File: config.mk
export PLATFORM = sky130hd
export DESIGN_NAME = hazard_ctrl
export DESIGN_NICKNAME = d
export VERILOG_FILES = /design/src/rtl/hazard_ctrl.sv
export SDC_FILE = /design/constraint.sdc
export NUM_CORES = 1
export LEC_CHECK = 0
export CAP_MARGIN = 10
export CELL_PAD_IN_SITES_DETAIL_PLACEMENT = 0
export CELL_PAD_IN_SITES_GLOBAL_PLACEMENT = 1
export CORE_UTILIZATION = 53
export CTS_BUF_LIST = sky130_fd_sc_hd__clkbuf_4
export DETAILED_ROUTE_END_ITERATION = 8
export DONT_BUFFER_PORTS = 1
export GPL_ROUTABILITY_DRIVEN = 1
export GPL_TIMING_DRIVEN = 0
export PLACE_DENSITY_LB_ADDON = 0.1
export SETUP_SLACK_MARGIN = 0.5
export SLEW_MARGIN = 20
export SYNTH_ARGS = -nofsm -noshare
export SYNTH_HDL_FRONTEND = slang
export SYNTH_SLANG_ARGS = --single-unit
File: constraint.sdc
create_clock -name clk -period 5.23 [get_ports clk]
set_clock_uncertainty 0.2 [all_clocks]
set_input_delay 1.046 -clock clk [delete_from_list [all_inputs] [get_ports clk]]
set_output_delay 1.046 -clock clk [all_outputs]
set_load 0.05 [all_outputs]
File: src/rtl/hazard_ctrl.sv
// Hazard/forwarding controller: tracks in-flight destinations through execute and the load pipe,
// drives forwarding selects and operand register enables, stalls on load-use and squashes after taken branches.
module hazard_ctrl #(
  parameter int LOAD_LAT     = 2,
  parameter int FLUSH_CYCLES = 2
) (
  input  logic        clk,
  input  logic        rst_n,
  input  logic        id_valid,
  input  logic [3:0]  id_A_addr,
  input  logic [3:0]  id_B_addr,
  input  logic [3:0]  id_shift_addr,
  input  logic        id_use_A,
  input  logic        id_use_B,
  input  logic        id_use_shift,
  input  logic [3:0]  id_w_addr,
  input  logic        id_w_en,
  input  logic        id_is_ldr,
  input  logic        branch_taken,
  output logic [1:0]  sel_A_in,
  output logic [1:0]  sel_B_in,
  output logic [1:0]  sel_shift_in,
  output logic        en_A,
  output logic        en_B,
  output logic        en_S,
  output logic        id_ready,
  output logic [3:0]  ex_w_addr,
  output logic        ex_w_en,
  output logic [15:0] ldr_pend,
  output logic [15:0] stall_cnt
);

  logic                ex_valid;
  logic [3:0]          ex_w_addr_q;
  logic                ex_w_en_q;
  logic                ex_is_ldr;
  logic [LOAD_LAT-1:0] ldr_vld;
  logic [3:0]          ldr_addr [LOAD_LAT];
  logic [1:0]          flush_cnt;

  logic squash;
  logic stall;
  logic ex_ldr;
  logic live_a, live_b, live_s;

  assign squash    = (flush_cnt != 2'd0) | branch_taken;
  assign ex_ldr    = ex_valid & ex_w_en_q & ex_is_ldr;
  assign ex_w_en   = ex_valid & ex_w_en_q & ~ex_is_ldr;
  assign ex_w_addr = ex_w_addr_q;

  assign live_a = id_use_A & id_valid;
  assign live_b = id_use_B & id_valid;
  assign live_s = id_use_shift & id_valid;

  // The last slot still counts: its regfile write lands at the end of that cycle, with no load-path forward.
  always_comb begin
    ldr_pend = 16'h0000;
    if (ex_ldr)
      ldr_pend[ex_w_addr_q] = 1'b1;
    for (int i = 0; i < LOAD_LAT; i++)
      if (ldr_vld[i])
        ldr_pend[ldr_addr[i]] = 1'b1;
  end

  assign stall = (live_a & ldr_pend[id_A_addr]) |
                 (live_b & ldr_pend[id_B_addr]) |
                 (live_s & ldr_pend[id_shift_addr]);

  // Squash overrides stall so wrong-path instructions drain out of decode.
  assign id_ready = ~stall | squash;
  assign en_A     = id_ready & id_valid & ~squash;
  assign en_B     = en_A;
  assign en_S     = en_A;

  always_comb begin
    sel_A_in = 2'b00;
    if (live_a) begin
      if (id_A_addr == 4'd15)
        sel_A_in = 2'b11;
      else if (ex_w_en && id_A_addr == ex_w_addr_q)
        sel_A_in = 2'b01;
    end
  end

  always_comb begin
    sel_B_in = 2'b00;
    if (live_b && ex_w_en && id_B_addr == ex_w_addr_q)
      sel_B_in = 2'b01;
  end

  // Select 11 on the shift operand feeds a zero shift amount.
  always_comb begin
    sel_shift_in = 2'b11;
    if (live_s)
      sel_shift_in = (ex_w_en && id_shift_addr == ex_w_addr_q) ? 2'b01 : 2'b00;
  end

  always_ff @(posedge clk or negedge rst_n) begin
    if (!rst_n) begin
      ex_valid    <= 1'b0;
      ex_w_addr_q <= 4'd0;
      ex_w_en_q   <= 1'b0;
      ex_is_ldr   <= 1'b0;
    end else if (id_ready && !squash) begin
      ex_valid    <= id_valid;
      ex_w_addr_q <= id_w_addr;
      ex_w_en_q   <= id_w_en;
      ex_is_ldr   <= id_is_ldr;
    end else begin
      ex_valid    <= 1'b0;
      ex_w_addr_q <= 4'd0;
      ex_w_en_q   <= 1'b0;
      ex_is_ldr   <= 1'b0;
    end
  end

  // Load pipe never stalls or flushes: loads already past execute always complete.
  always_ff @(posedge clk or negedge rst_n) begin
    if (!rst_n) begin
      ldr_vld <= '0;
      for (int i = 0; i < LOAD_LAT; i++)
        ldr_addr[i] <= 4'd0;
    end else begin
      ldr_vld[0]  <= ex_ldr;
      ldr_addr[0] <= ex_w_addr_q;
      for (int i = 1; i < LOAD_LAT; i++) begin
        ldr_vld[i]  <= ldr_vld[i-1];
        ldr_addr[i] <= ldr_addr[i-1];
      end
    end
  end

  always_ff @(posedge clk or negedge rst_n) begin
    if (!rst_n)
      flush_cnt <= 2'd0;
    else if (branch_taken)
      flush_cnt <= 2'(FLUSH_CYCLES);
    else if (flush_cnt != 2'd0)
      flush_cnt <= flush_cnt - 2'd1;
  end

  always_ff @(posedge clk or negedge rst_n) begin
    if (!rst_n)
      stall_cnt <= 16'h0000;
    else if (stall && !squash && stall_cnt != 16'hFFFF)
      stall_cnt <= stall_cnt + 16'd1;
  end

endmodule

### Yosys cells after proc, flatten, opt, wreduce, memory -nomap -nowiden

Index checks and enable logic that the tools add are counted.

| storage, ports and cells | value |
|---|---|
| register bits | 35 |
| input bits | 25 |
| output and inout bits | 47 |
| word-level logic and storage cells | 85 |

| operators by class | value |
|---|---|
| add/sub/neg operators | 2 |
| $lt $le $gt $ge | 9 |
| eq/ne operators | 5 |
| mux-type cells | 27 |
| bitwise gates (word level) | 20 |
| reductions and logical operators | 13 |

Operator list:

| cell | count |
|---|---|
| $mux W16 | 3 |
| $or A16 B16 Y16 | 2 |
| $lt A4 B5 Y1 const B | 6 |
| $add A16 B1 Y16 const B | 1 |
| $ne A16 B16 Y1 const B | 1 |
| $bmux W1 S4 | 3 |
| $demux W1 S4 | 3 |
| $eq A4 B4 Y1 | 3 |
| $ge A4 B1 Y1 const B | 3 |
| $mux W1 | 12 |
| $and A1 B1 Y1 | 11 |
| $logic_and A1 B1 Y1 | 10 |
| $mux W2 | 5 |
| $eq A4 B4 Y1 const B | 1 |
| $mux W4 | 1 |
| $or A1 B1 Y1 | 4 |
| $reduce_bool A2 Y1 | 2 |
| $not A1 Y1 | 3 |
| $sub A2 B1 Y2 const B | 1 |
| $logic_not A1 Y1 | 1 |

### Depth between registers and ports, before layout

Gate-level depths: netlist (run 1).

| depth | value |
|---|---|
| depth in word-level cells | 18 |
| depth in mapped cells | 12 |

### Worst setup path after synthesis (run 1)

No wires, ideal clock.

| timing | value |
|---|---|
| path type | register to output |
| start point | reg ex_w_addr_q[1], in the netlist ex_w_addr[1] |
| end point | out en_B |
| arrival time | 4.465 ns |
| data required time | 3.984 ns |
| setup slack | -0.481 ns |
| cell stages (with the launch flop) | 11 |
| buffers on the path | 2 |
| cell sequence | dfrtp_1 and4b_2 and2_2 a211o_1 o21ai_0 o311ai_1 o22ai_1 buf_2 nand3_2 nor3_1 buf_4 |

| on the way | value |
|---|---|
| longest elaborated chain between the ends | 18 |

RTL lines:

| what | RTL line | source |
|---|---|---|
| from (decl) | 34 | `logic [3:0] ex_w_addr_q;` |
| from (signal assigned) | 106 | `ex_w_addr_q <= id_w_addr;` |
| $lt A4 B5 Y1 (implied by the code) or $ge A4 B1 Y1 (tied branches) | 59 | `ldr_pend[ex_w_addr_q] = 1'b1;` |
| $logic_and A1 B1 Y1 (implied by the code) | 59 |  |
| $mux W1 (implied by the code) | 59 |  |
| $demux W1 S4 (*) | 59 |  |
| $mux W16 (*) | 58 | `if (ex_ldr)` |
| $or A16 B16 Y16 (no source line) | -- |  |
| $mux W16 (*) | 61 | `if (ldr_vld[i])` |
| $or A16 B16 Y16 (no source line) | -- |  |
| [... 1 more ...] | -- |  |
| via ldr_pend[0] | 29 | `output logic [15:0] ldr_pend,` |
| $bmux W1 S4 (on tied branches) | 65, 66 |  |
| $mux W1 (on tied branches) | 65, 66 |  |
| $and A1 B1 Y1 (on tied branches) | 65, 66 |  |
| $or A1 B1 Y1 | 65 | `assign stall = (live_a & ldr_pend[id_A_addr]) \|` |
| $or A1 B1 Y1 (*) | 66 | `(live_b & ldr_pend[id_B_addr]) \|` |
| $not A1 Y1 (*) | 70 | `assign id_ready = ~stall \| squash;` |
| $or A1 B1 Y1 (*) | 70 |  |
| $and A1 B1 Y1 (*) (2 in series) | 71 | `assign en_A = id_ready & id_valid & ~squash;` |
| to (decl) | 24 | `output logic en_B,` |

The timed path passes the listed nets; every way through them passes the cells marked *. The select of a mux whose other input is x is not followed.

### Worst setup path in the final report (run 1)

| timing | value |
|---|---|
| start point | reg ex_w_addr_q[1], in the netlist ex_w_addr[1] |
| end point | out en_S |

| on the way | value |
|---|---|
| longest elaborated chain between the ends | 18 |

RTL lines:

| what | RTL line | source |
|---|---|---|
| $lt A4 B5 Y1 (implied by the code) or $ge A4 B1 Y1 (tied branches) | 59 |  |
| $logic_and A1 B1 Y1 (implied by the code) | 59 |  |
| $mux W1 (implied by the code) | 59 |  |
| $demux W1 S4 (*) | 59 |  |
| $mux W16 (*) | 58 |  |
| $or A16 B16 Y16 (no source line) | -- |  |
| $mux W16 (*) | 61 |  |
| $or A16 B16 Y16 (no source line) | -- |  |
| [... 1 more ...] | -- |  |
| via ldr_pend[4] | 29 |  |
| $bmux W1 S4 (on tied branches) | 65, 66 |  |
| $mux W1 (on tied branches) | 65, 66 |  |
| $and A1 B1 Y1 (on tied branches) | 65, 66 |  |
| $or A1 B1 Y1 | 65 |  |
| $or A1 B1 Y1 (*) | 66 |  |
| $not A1 Y1 (*) | 70 |  |
| $or A1 B1 Y1 (*) | 70 |  |
| $and A1 B1 Y1 (*) (2 in series) | 71 |  |
| to (decl) | 25 | `output logic en_S,` |

Marks and branches as above.

==> results of run 1 <==
==> power by group through the flow <==
stage	Combinational (W)	Sequential, W	Clock [W]
finish	0.000190	0.000400	0.000197
detailed placement	0.000173	0.000405	0
floorplan	0.000147	0.000393	0
global placement	0.000171	0.000403	0
CTS	0.000188	0.000400	0.000203
global route	0.000211	0.000406	0.000215
==> worst reg2reg max path: stages (launching register included) <==
cell	delay, ps
dfrtp_4	610
nand4_2	210
nor2_1	310
a21oi_1	210
mux4_2	490
or3_1	310
a22o_1	270
buf_6	140
buf_8	120
buf_4	150
a311oi_1	440
xor2_1	190
==> per-stage QoR <==
| step | setup TNS (ps) | instance area (um2) | setup slack, ps | cells | hold slack (ps) |
|---|---|---|---|---|---|
| 2_1_floorplan | 0 | 2730 | 483 | 310 | 199 |
| 3_3_place_gp | -122 | 2820 | -61.1 | 377 | 211 |
| 3_5_place_dp | -129 | 2820 | -65.3 | 377 | 236 |
| 4_1_cts | 0 | 3060 | 502 | 392 | 166 |
| 5_1_grt | 0 | 3100 | 384 | 394 | 150 |
| 6_report | 0 | 3100 | 503 | 394 | 181 |
==> area by class of cell <==
| class | instances | area, um2 | area share (%) |
|---|---|---|---|
| inverter | 23 | 86.3 | 2.78 |
| timing repair buffer | 9 | 71.3 | 2.30 |
| tap | 67 | 83.8 | 2.70 |
| clock inverter | 3 | 46.3 | 1.49 |
| buffer | 17 | 135 | 4.35 |
| sequential | 35 | 883 | 28.5 |
| clock buffer | 5 | 37.5 | 1.21 |
| multi-input combinational | 235 | 1760 | 56.7 |
==> registers in the layout (all words and copies together) (netlist names) <==
signal	cells
ldr_addr	8
ldr_vld	2
ex_w_addr	4
ex_valid	1
ex_is_ldr	1
flush_cnt	2
ex_w_en_q	1
stall_cnt	16
==> routing by layer <==
layer	share of wire, %	up-vias	global-route usage [%]
met4	1.5	0	8.55
met2	51	98	48.7
met5	0	-	0
li1	-	1195	-
met1	40	1215	35.4
met3	6.9	14	6.31
==> synth_stat cells (6+ instances only) <==
master and n:
a311oi_1 11, a31oi_1 7, dfrtp_1 35, inv_1 23, nand2_1 27, nand2b_1 10, nand3_1 15, nand3b_1 6
nand4_1 6, nor2_1 16, nor3_1 13, o21ai_0 7, o22ai_1 11, xnor2_1 8, xor2_1 16
==> final timing paths <==
| path | startpoint | to | slack (ps) |
|---|---|---|---|
| setup / recovery | ex_w_addr[1] | en_S | 500 |
| hold / removal | rst_n | ex_w_addr[1] | 180 |
| setup reg to reg | ex_w_addr[1] | stall_cnt[9] | 1510 |
| hold reg to reg | ldr_addr[6] | ldr_addr[2] | 260 |
| max in group asynchronous | rst_n | stall_cnt[10] | 4560 |
| min in group clk | ldr_addr[6] | ldr_addr[2] | 260 |
==> what timing repair did <==
action                     CTS  global route
gates resized for setup     26             5
setup endpoints to repair    4             3
setup buffers                7             2
pin swaps                    7             0
==> logic make-up after synthesis <==
| logic type | count (synthesis) |
|---|---|
| simple gates | 124 |
| compound gates | 74 |
| buf+inv | 40 |
| flops | 35 |
| xor+xnor | 24 |
| mux | 10 |
| fa+ha+maj | 2 |
| other cells | 1 |
==> results, run 1 <==
- The run finished with clean final reports.
- The switching part of the total power is 38.9%.
- The layout has 450 filler cells.
- The sequential area share after synthesis is 32.3%.
- In the global route stage, overall resource usage came out at approximately 28%.
- The library cell appearing most often on the critical path is buf_6.
- The width of the chip is 73.5 um.
- The part of the power in the clock network is roughly a quarter.
- The predominant post-synthesis flop cell is dfrtp_1.
- The die boundary height is ~74 um.
- Entering global routing, the biggest net connects 36 pins.
- In this run the cell area of the synthesized design comes to between 2000 and 3000 um2.
- The total count of max-transition violations in the final report is 0.
- The I/O pin total is 72.
- In the layout the commonest cells are dfrtp_1, nand2_1, inv_1.
- Across the VDD grid, the largest voltage drop is 0.000247 V.
- The sort of element at the end of the critical path is an output port.
- During synthesis, Yosys emitted a total of 0 warnings.
- The number of buffers on the longest clock path is 2.
- The number of H-tree levels is 2.
- The total half-perimeter wirelength after legalization and detailed placement is 5380 um.
- Synthesis inferred 35 register bits.
- The hold-fix buffer count after cts is 0.
- The detailed router finished its first iteration with 254 violations.
- The peak clock frequency supported by timing is roughly 210 MHz.
- The cell count after synthesis came out at 310.
- The congestion estimate from routability-driven global placement came to 0.912.
- Of the total synthesized cell area, the portion taken by XOR and XNOR cells is a little under 8%.
- Counting cells, the worst reg-to-reg path comes to 11.
- The transition at the pin with the smallest max-transition slack is 1180 ps.
- The critical path runs through a total of 11 cells.
- The cell type with the highest aggregate area in the netlist is dfrtp_1.
- The number of clock buffers added by TritonCTS is 5.
- Dividing the detail-routed wire length by the instance count gives 18.6 um.
- Measured against its own limit, the worst slew margin works out to 21.2%.
- On the worst path, the slowest cell contributes a delay of 610 ps.
- The cell at the slowest stage of the critical path is dfrtp_4.
- The count of distinct cell types in the synthesized netlist is slightly below 70.
- The share of synthesized flip-flops with an asynchronous set or reset is 100%.
- The fraction of power consumed by sequential logic is between 50% and 60%.
- The areal power density over the cells is 254 nW/um2.
- The number of enable flip-flop cells after synthesis is 0.
- After detailed routing, the total wire length is 7350 um.
- The internal portion of the total power is 0.000481 W.
- The reported leakage power is around 1.3 nW.
- Of the total synthesized cell area, the portion taken by AND, OR, NAND and NOR gates is 25.2%.
- STA puts the critical path data arrival time at ~3500 ps.
- The kind of cell adding the most delay to the critical path is simple AND/OR/NAND/NOR gates.
- The final period demand of the worst path is 4730 ps.
- In this run the remaining antenna-violating nets after routing total 0.
- Cells fill 64.4% of the core in the end.
- For this design, the sink count on the clock tree is 35.
- In the final layout, the share of cells above drive strength 1 is 19.3%.
- The number of antenna violations at the first check in global routing is 0.
- The biggest fanout along the worst timing path is 7.
- The number of nets in the synthesized netlist is 337.
- Multiplexer cells account for around 6% of the synthesized area.
- The total buffers and inverters traversed by the critical path is 3.
- The combinational fraction of design power is approximately 24%.
- In the post-synthesis netlist, the biggest area contributors are dfrtp_1, xor2_1, nand2_1.
- Setup violations remaining at the end of the flow were counted as 0.
- The post-route total power is 0.000787 W.
- The average size of a mapped cell is 8.75 um2.
- The row count is 25.
- The most frequent standard cell in the layout excluding fill and tap cells is dfrtp_1.
- The pre-antenna-repair detailed-routing pass consisted of 4 iterations.
- The type of the worst setup path is flip-flop to output port.
- The worst setup path is launched from a flip-flop.
- At the later pin of the worst-skew pair, clock insertion delay measures 340 ps.
- The initial core utilization is a little under three fifths.
- After synthesis, the largest family of logic cells by area is simple AND/OR/NAND/NOR gates.
- The area added between synthesis and finish is 14.5%.
- TritonCTS built the clock tree.
- The tree is rooted in a clkbuf_4.
- Setup repair after global routing could not meet its margin everywhere.
- Using the TritonRoute via totals, the vias-per-cell ratio works out to 6.40.
- The routed layout has 2522 vias.
- The layout net count is 353.
- The required time reported for the critical path endpoint is 3980 ps.
- The DRC violation count after routing is 0.
- The first global-routing pass estimated around 12000 um of wire.
- The classification of the worst-slack hold path is input pin to asynchronous set/reset pin.
- The final hold violation count is 0.
- The arithmetic-cell share of the synthesized area counting full adders, half adders and majority gates is 0.923%.
- The post-route clock period utilization is roughly 90%.
- The top cell type by area accounts for 32.3% of the synthesized area.
- After clock tree synthesis, the clock-pin slew on the worst setup and hold paths is 120 ps.
- Input and output buffers added on the ports amount to 0.
- The synthesized-area fraction occupied by ao, oa, aoi and oai cells is 20.7%.
- 0 antenna diodes ended up in the layout.
- The die covers about 5400 um2.
- The critical path goes through and4b_2 -> and2_4 -> a21o_4 -> mux4_2 -> nand2_1 -> a22o_1 -> buf_6 -> buf_8 -> nand3_4 -> nor3_4 -> buf_6.
- Across the run, the number of max-cap violations was 0.
- The total area inside the core boundary comes to 4820 um2.
- The via count of the first global-routing pass came to 2400.
- The residual overflow from global routing is 0.
- The analysis attributes to net switching a power of 0.000306 W.
(Power assumes the default switching activity.)
==> inputs of run 2 (changes only) <==
Settings changed: CORE_UTILIZATION 53 to 40, CTS_CLUSTER_SIZE set to 28, DONT_BUFFER_PORTS 1 to not set.
==> results, run 2 (same netlist as run 1, synthesis figures left out) <==
- The flow ran to the end, but the final reports show violations.
- The final standard cell utilization of the core is between 50% and 60%.
- Summed over all layers, the global routing overflow is 0.
- Wires add up to 8030 um.
- The row count is 29.
- Setup repair after global routing left no endpoint under its margin.
- The congestion estimate from routability-driven global placement came to 0.887.
- Data arrives at the worst endpoint at 3360 ps.
- The total half-perimeter wirelength after legalization and detailed placement is 5920 um.
- The max-capacitance violation count is 0.
- The total die area is 7110 um2.
- Before CTS, the worst setup slack after placement is -660 ps.
- The standard cell core area is around 6500 um2.
- The register with the most flip-flops in the final layout is stall_cnt.
- The via count of the first global-routing pass was 2497.
- CTS built an H-tree with a depth of 2.
- The initial utilization of the core area, before any placement, comes to about two fifths.
- Across all setup checks in the final design, the least slack found is 619 ps.
- Once placement finished, the instance area stood at 3500 um2.
- Leaving out fill and tap cells, the most frequent cells in the layout are clkdlybuf4s50_1, dfrtp_1, nand2_1.
- Setup violations remaining at the end of the flow were counted as 0.
- The die boundary height is 84.3 um.
- The type of the worst setup path is input pin to output port.
- Counting every sink on the clock net gives 35.
- The first-pass iteration count of the detailed router is 8.
- The width of the chip is 84.3 um.
- The final hold violation count was 0.
- The relative max-transition margin is 63.2%.
- The total number of vias is 2716.
- The first global-routing pass estimated 13000 um of wire.
- The final period demand of the worst path is 4610 ps.
- The required time reported for the critical path endpoint is 3980 ps.
- The clock-pin slew on the worst setup and hold paths is 100 ps.
- The peak clock frequency supported by timing is 217 MHz.
- At the pin with the least slew margin, the transition time is ~540 ps.
- The hold-fix buffer count after cts is 0.
- In this run the tool buffered the top-level ports with 65 buffer cells.
- The I/O pin total is a little over 70.
- Counting the buffers created by CTS gives 5.
- Summed over all cells, the static leakage comes to approximately 1.6 nW.
- The register with the most flip-flops in the layout has 16 of them.
- The checks that failed: DRC.
- The most frequent standard cell in the layout excluding fill and tap cells is clkdlybuf4s50_1.
- For this design the ratio of total power to cell area is around 220 nW/um2.
- The average wire length per cell after detail routing is about 17 um.
- The area added between synthesis and finish is 33.7%.
- The average vias per placed instance is 5.84.
- TritonCTS built the clock tree.
- The later pin in the worst-skew pair is clocked with a latency of 340 ps.
- The worst vdd rail ir drop is 0.000142 V.
- In the finished design, the share of the clock period the worst path needs comes to 88.2%.
- The DRC violation count after routing is 7.
- The layout net count is 414.
- Of the cells placed in the final design, the portion with a size suffix greater than 1 is about 15%.
- The total count of max-transition violations in the final report is 0.
- The biggest fanout along the worst timing path is 10.
- The detailed router finished its first iteration with 309 violations.
- Global routing consumed, over all layers together, 23.4% of the routing resources.
- The finished cells cover roughly 3600 um2.
- The post-detailed-route count of antenna-violating nets is 0.
- The number of buffers on the longest clock path is 2.
- In this run the clock root is driven by a clkbuf_4.
- Entering global routing, the biggest net connects 28 pins.
- The number of antenna violations at the first check in global routing is 0.
- The antenna cell count is 0.
- The sort of element at the end of the critical path is an output port.
- Setup total negative slack on the finished layout was measured at 0 ps.
- The worst setup path is launched from an input pin.
- The worst hold path belongs to the class flip-flop to flip-flop.
## run 2: cell types whose count changed in the layout (fill, tap and decap cells not counted), sizes merged
cell           change
clkdlybuf4s50     +58
clkinv             +2
buf                +1
bufinv             -1
clkbuf             +1
clkinvlp           -1
dlygate4sd2        +1
dlymetal6s2s       +1
inv                -1
## run 2: path summary, 6_finish.rpt
kind | start | endpoint | slack (ps) | cells past startpoint
max | id_A_addr[0] | sel_A_in[0] | 620 | 7
min in group asynchronous | rst_n | ldr_addr[0] | 360 | 1
min | ex_w_addr[2] | ldr_addr[6] | 220 | 0
max in group asynchronous | rst_n | ex_w_addr[1] | 4050 | 2
min reg2reg | ex_w_addr[2] | ldr_addr[6] | 220 | 0
max reg2reg | ldr_addr[6] | stall_cnt[14] | 1940 | 9
## run 2: power breakdown
group	switching, W	leakage (nW)	total (W)	internal (W)
clock	0.0000934	0.0307	0.000148	0.0000550
sequential	0.0000373	0.462	0.000339	0.000302
combinational	0.000190	1.09	0.000306	0.000116
total	0.000321	1.58	0.000794	0.000473
## run 2: per-layer routing
metal	part of all wire (%)	track usage, %	vias to the layer above
li1	-	-	1313
met3	9.1	6.88	19
met2	42	34.6	129
met5	0	0	-
met1	46	32.6	1255
met4	2.3	8.01	0
## run 2: critical path: stages
cell and delay [ps]:
clkdlybuf4s50_1 560, buf_6 170, xnor2_1 120, nand3_1 90, or4_1 480, o21ai_0 80, clkdlybuf4s50_1 820
## run 2: cell type report
class / instances / area (um2)
multi-input combinational: 235 / 1710
clock buffer: 6 / 45.0
timing repair buffer: 70 / 682
sequential: 35 / 880
inverter: 23 / 86.3
fill: 599 / 2830
clock inverter: 2 / 7.51
buffer: 17 / 123
tap: 77 / 96.3
## run 2: repair_timing
action / in CTS / in global routing
resized for setup: 29 / 11
buffers inserted: 4 / 0
pin swaps: 2 / 0
endpoints found under the setup margin: 5 / 5
endpoints found under the hold margin: 0 / 0
gates cloned: 0 / 0
## run 2: stage by stage
step	power [W]	hold slack, ps	instances
5_1_grt	0.000845	232	465
4_1_cts	0.000796	221	465
6_report	0.000794	220	465
2_1_floorplan	0.000539	199	310
3_3_place_gp	0.000636	195	452
3_5_place_dp	0.000643	194	453
==> inputs of run 3 (changes only) <==
Settings changed: CELL_PAD_IN_SITES_DETAIL_PLACEMENT 0 to 1, CELL_PAD_IN_SITES_GLOBAL_PLACEMENT 1 to 2, CORE_UTILIZATION 40 to 32.
==> results, run 3 (same netlist as run 1, synthesis figures left out) <==
- The final hold violation count was 0.
- The number of antenna violations at the first check in global routing is 0.
- The count of input and output buffers is 65.
- The worst path arrival time is 3370 ps.
- Measured against its own limit, the worst slew margin works out to between 60 and 70%.
- From synthesis to final layout, the design area changed by 37.9%.
- Counting every sink on the clock net gives 35.
- The flip-flop count of the largest register after layout is 16.
- The standard cell core area is 8220 um2.
- In this run switching power makes up between 30% and 40% of total power.
- The HPWL after detailed placement is 6610 um.
- Based on the critical path, the design can be clocked at up to 217 MHz.
- For this configuration, the core starts out at a cell density of 33.0%.
- In this run the critical register-to-register path is launched from ldr_addr[6].
- The power spent charging and discharging nets is 0.000330 W.
- For flop-to-flop paths, the worst setup slack is 1970 ps.
- Pin placement for this block handled 72 I/O pins.
- The end point of the most critical hold path is ldr_addr[6].
- The reported leakage power is 1.62 nW.
- Clock tree synthesis selected as its root buffer the cell clkbuf_4.
- In this run, the combinational gates consume 36.2% of the power.
- The most frequent standard cell in the layout excluding fill and tap cells is clkdlybuf4s50_1.
- For the pin with the worst max-slew slack, the measured transition is 535 ps.
- The total die area is 8850 um2.
- The DRC violation count after routing is 0.
- STA classifies the critical path endpoint as an output port.
- The path class of the tightest hold or removal check is flip-flop to flip-flop.
- The clock-pin slew on the worst setup and hold paths is approximately 120 ps.
- For this design, the slowest cell found on the critical path is clkdlybuf4s50_1.
- The post-detailed-route count of antenna-violating nets is 0.
- The fraction of power consumed by sequential logic is 39.9%.
- The die boundary height is 94.1 um.
- The post-route total power is approximately 0.00085 W.
- TritonCTS created 5 clock buffers.
- The minimum hold slack is 216 ps.
- The clock passes through at most 2 buffers.
- The repair_antennas step left the layout with diodes totalling 0.
- The routed wire length is 8750 um.
- Power spread over the standard cell area amounts to 228 nW/um2.
- The max-capacitance violation count is 0.
- The floorplan has 33 rows.
- For this block, the via count after detailed routing is 2700.
- In the layout the commonest cells are clkdlybuf4s50_1, dfrtp_1, nand2_1.
- The total count of max-transition violations in the final report is 0.
- In this design, the critical path's most frequently occurring cell is buf_4.
- The average vias per placed instance is 5.45.
- The flow ran to the end, and the final reports show no timing, DRC or antenna violations.
- VDD sags by at most 0.000127 V.
- In this run, the number of DRC markers left after iteration 0 of detailed routing was 103.
- Entering global routing, the biggest net connects 21 pins.
- The width of the chip is 94.1 um.
- The signal on the critical path passes through clkdlybuf4s50_1 -> buf_4 -> nor2b_1 -> nand2_1 -> a31o_2 -> o22ai_4 -> buf_6 -> nand3_4 -> nor3_4 -> buf_4 -> clkbuf_4.
- Summing all flip-flop and latch instances after layout gives 881 um2.
- The number of H-tree levels is 2.
- At the later pin of the worst-skew pair, clock insertion delay measures 340 ps.
- The global-route usage over all layers is 20.8%.
- In the final layout, the multi-input gates occupy 1720 um2.
- The kind of start point of the critical path is an input pin.
- At the end of routability-driven placement, the weighted congestion stood at about 0.84.
- The launch instance of the worst min-delay path is ex_w_addr[2].
- The routed design could run at a clock period as short as about 4600 ps.
- The part of the power in the clock network is 23.9%.
- The number of fillers in the final layout is 963.
- The layout net count is 416.
- In this run the critical register-to-register path is captured at stall_cnt[14].
- The type of the worst setup path is input pin to output port.
- After detailed routing, the average wire length per cell comes to roughly 18 um.
- In the final layout, the share of cells above drive strength 1 is 16.4%.
- The register with the most flip-flops is stall_cnt.
- The via count of the first global-routing pass was 2718.
- The biggest cell delay along the critical path is 540 ps.
- Data on the critical path is required at its endpoint by 3980 ps.
- The cell internal power dissipation is 0.000522 W.
- The post-route clock period utilization is 88.3%.
- Setup repair after global routing could not meet its margin everywhere.
- The biggest fanout along the worst timing path is 10.
- The global-route wire length before repair is 14100 um.
- The first detailed-routing pass ran for 4 iterations.
- The residual overflow from global routing is 0.
- TritonCTS built the clock tree.
- Counting cells, the worst reg-to-reg path comes to 10.
- The number of endpoints failing setup at the final stage is 0.
- The worst hold path cell count is 0.
-- run 3: cell types whose count changed in the layout (fill, tap and decap cells not counted), sizes merged --
cell           before  now
dlymetal6s2s        1    2
clkinv              2    0
bufinv              0    1
dlygate4sd2         1    0
inv                23   24
clkinvlp            0    1
clkdlybuf4s15       0    1
-- run 3: worst max-delay path by stage --
stage,start,end,slack (ps),cells after the start
2_1_floorplan,ex_w_addr[1],en_B,480,10
3_3_place_gp,id_A_addr[0],en_B,-690,11
3_5_place_dp,id_A_addr[0],en_S,-680,11
4_1_cts,id_shift_addr[1],id_ready,500,9
5_1_grt,ex_w_addr[2],en_B,490,13
6_report,id_A_addr[0],en_B,610,11
-- run 3: cell type report --
cell class,count,share of cell area (%)
buffer,17,3.18
clock buffer,5,1.00
clock inverter,3,1.24
inverter,23,2.31
multi-input combinational,235,46.1
sequential,35,23.6
tap,105,3.51
timing repair buffer,72,19.1
-- run 3: worst max-delay path: cells and delay by family --
kind	cells	cell delay, ps
AOI/OAI and AO/OA	2	420
and+or+nand+nor	4	620
buffers and inverters	5	1260
-- run 3: power groups by stage --
stage	combinational, W	sequential, W	clock (W)
2_1_floorplan	0.000147	0.000393	0
3_3_place_gp	0.000295	0.000345	0
3_5_place_dp	0.000301	0.000346	0
4_1_cts	0.000306	0.000340	0.000215
5_1_grt	0.000332	0.000346	0.000225
6_report	0.000309	0.000340	0.000204
-- run 3: timing repair --
| item | 4_1_cts | 5_1_grt |
|---|---|---|
| gates resized for setup | 25 | 16 |
| pin swaps | 2 | 0 |
| hold buffers | 0 | 0 |
| buffers inserted | 3 | 3 |
| endpoints found under the setup margin | 5 | 5 |
-- run 3: stage by stage --
stage / TNS [ps] / std cells / utilization (%) / instance area, um2 / worst slack (ps)
after global routing: 0 / 495 / 45.5 / 3740 / 487
final: 0 / 495 / 45.5 / 3740 / 613
after floorplan: 0 / 310 / - / 2730 / 483
after detailed placement: -2380 / 481 / 43.1 / 3540 / -682
after global placement: -2420 / 480 / 42.8 / 3520 / -689
after CTS: 0 / 492 / 44.5 / 3660 / 505
-- run 3: metal layers --
metal	part of all wire, %	vias to the layer above	global-route usage (%)
li1	-	1309	-
met1	45	1325	26.2
met2	50	62	36.6
met3	4.3	4	3.56
met4	0.51	0	5.00
met5	0	-	0
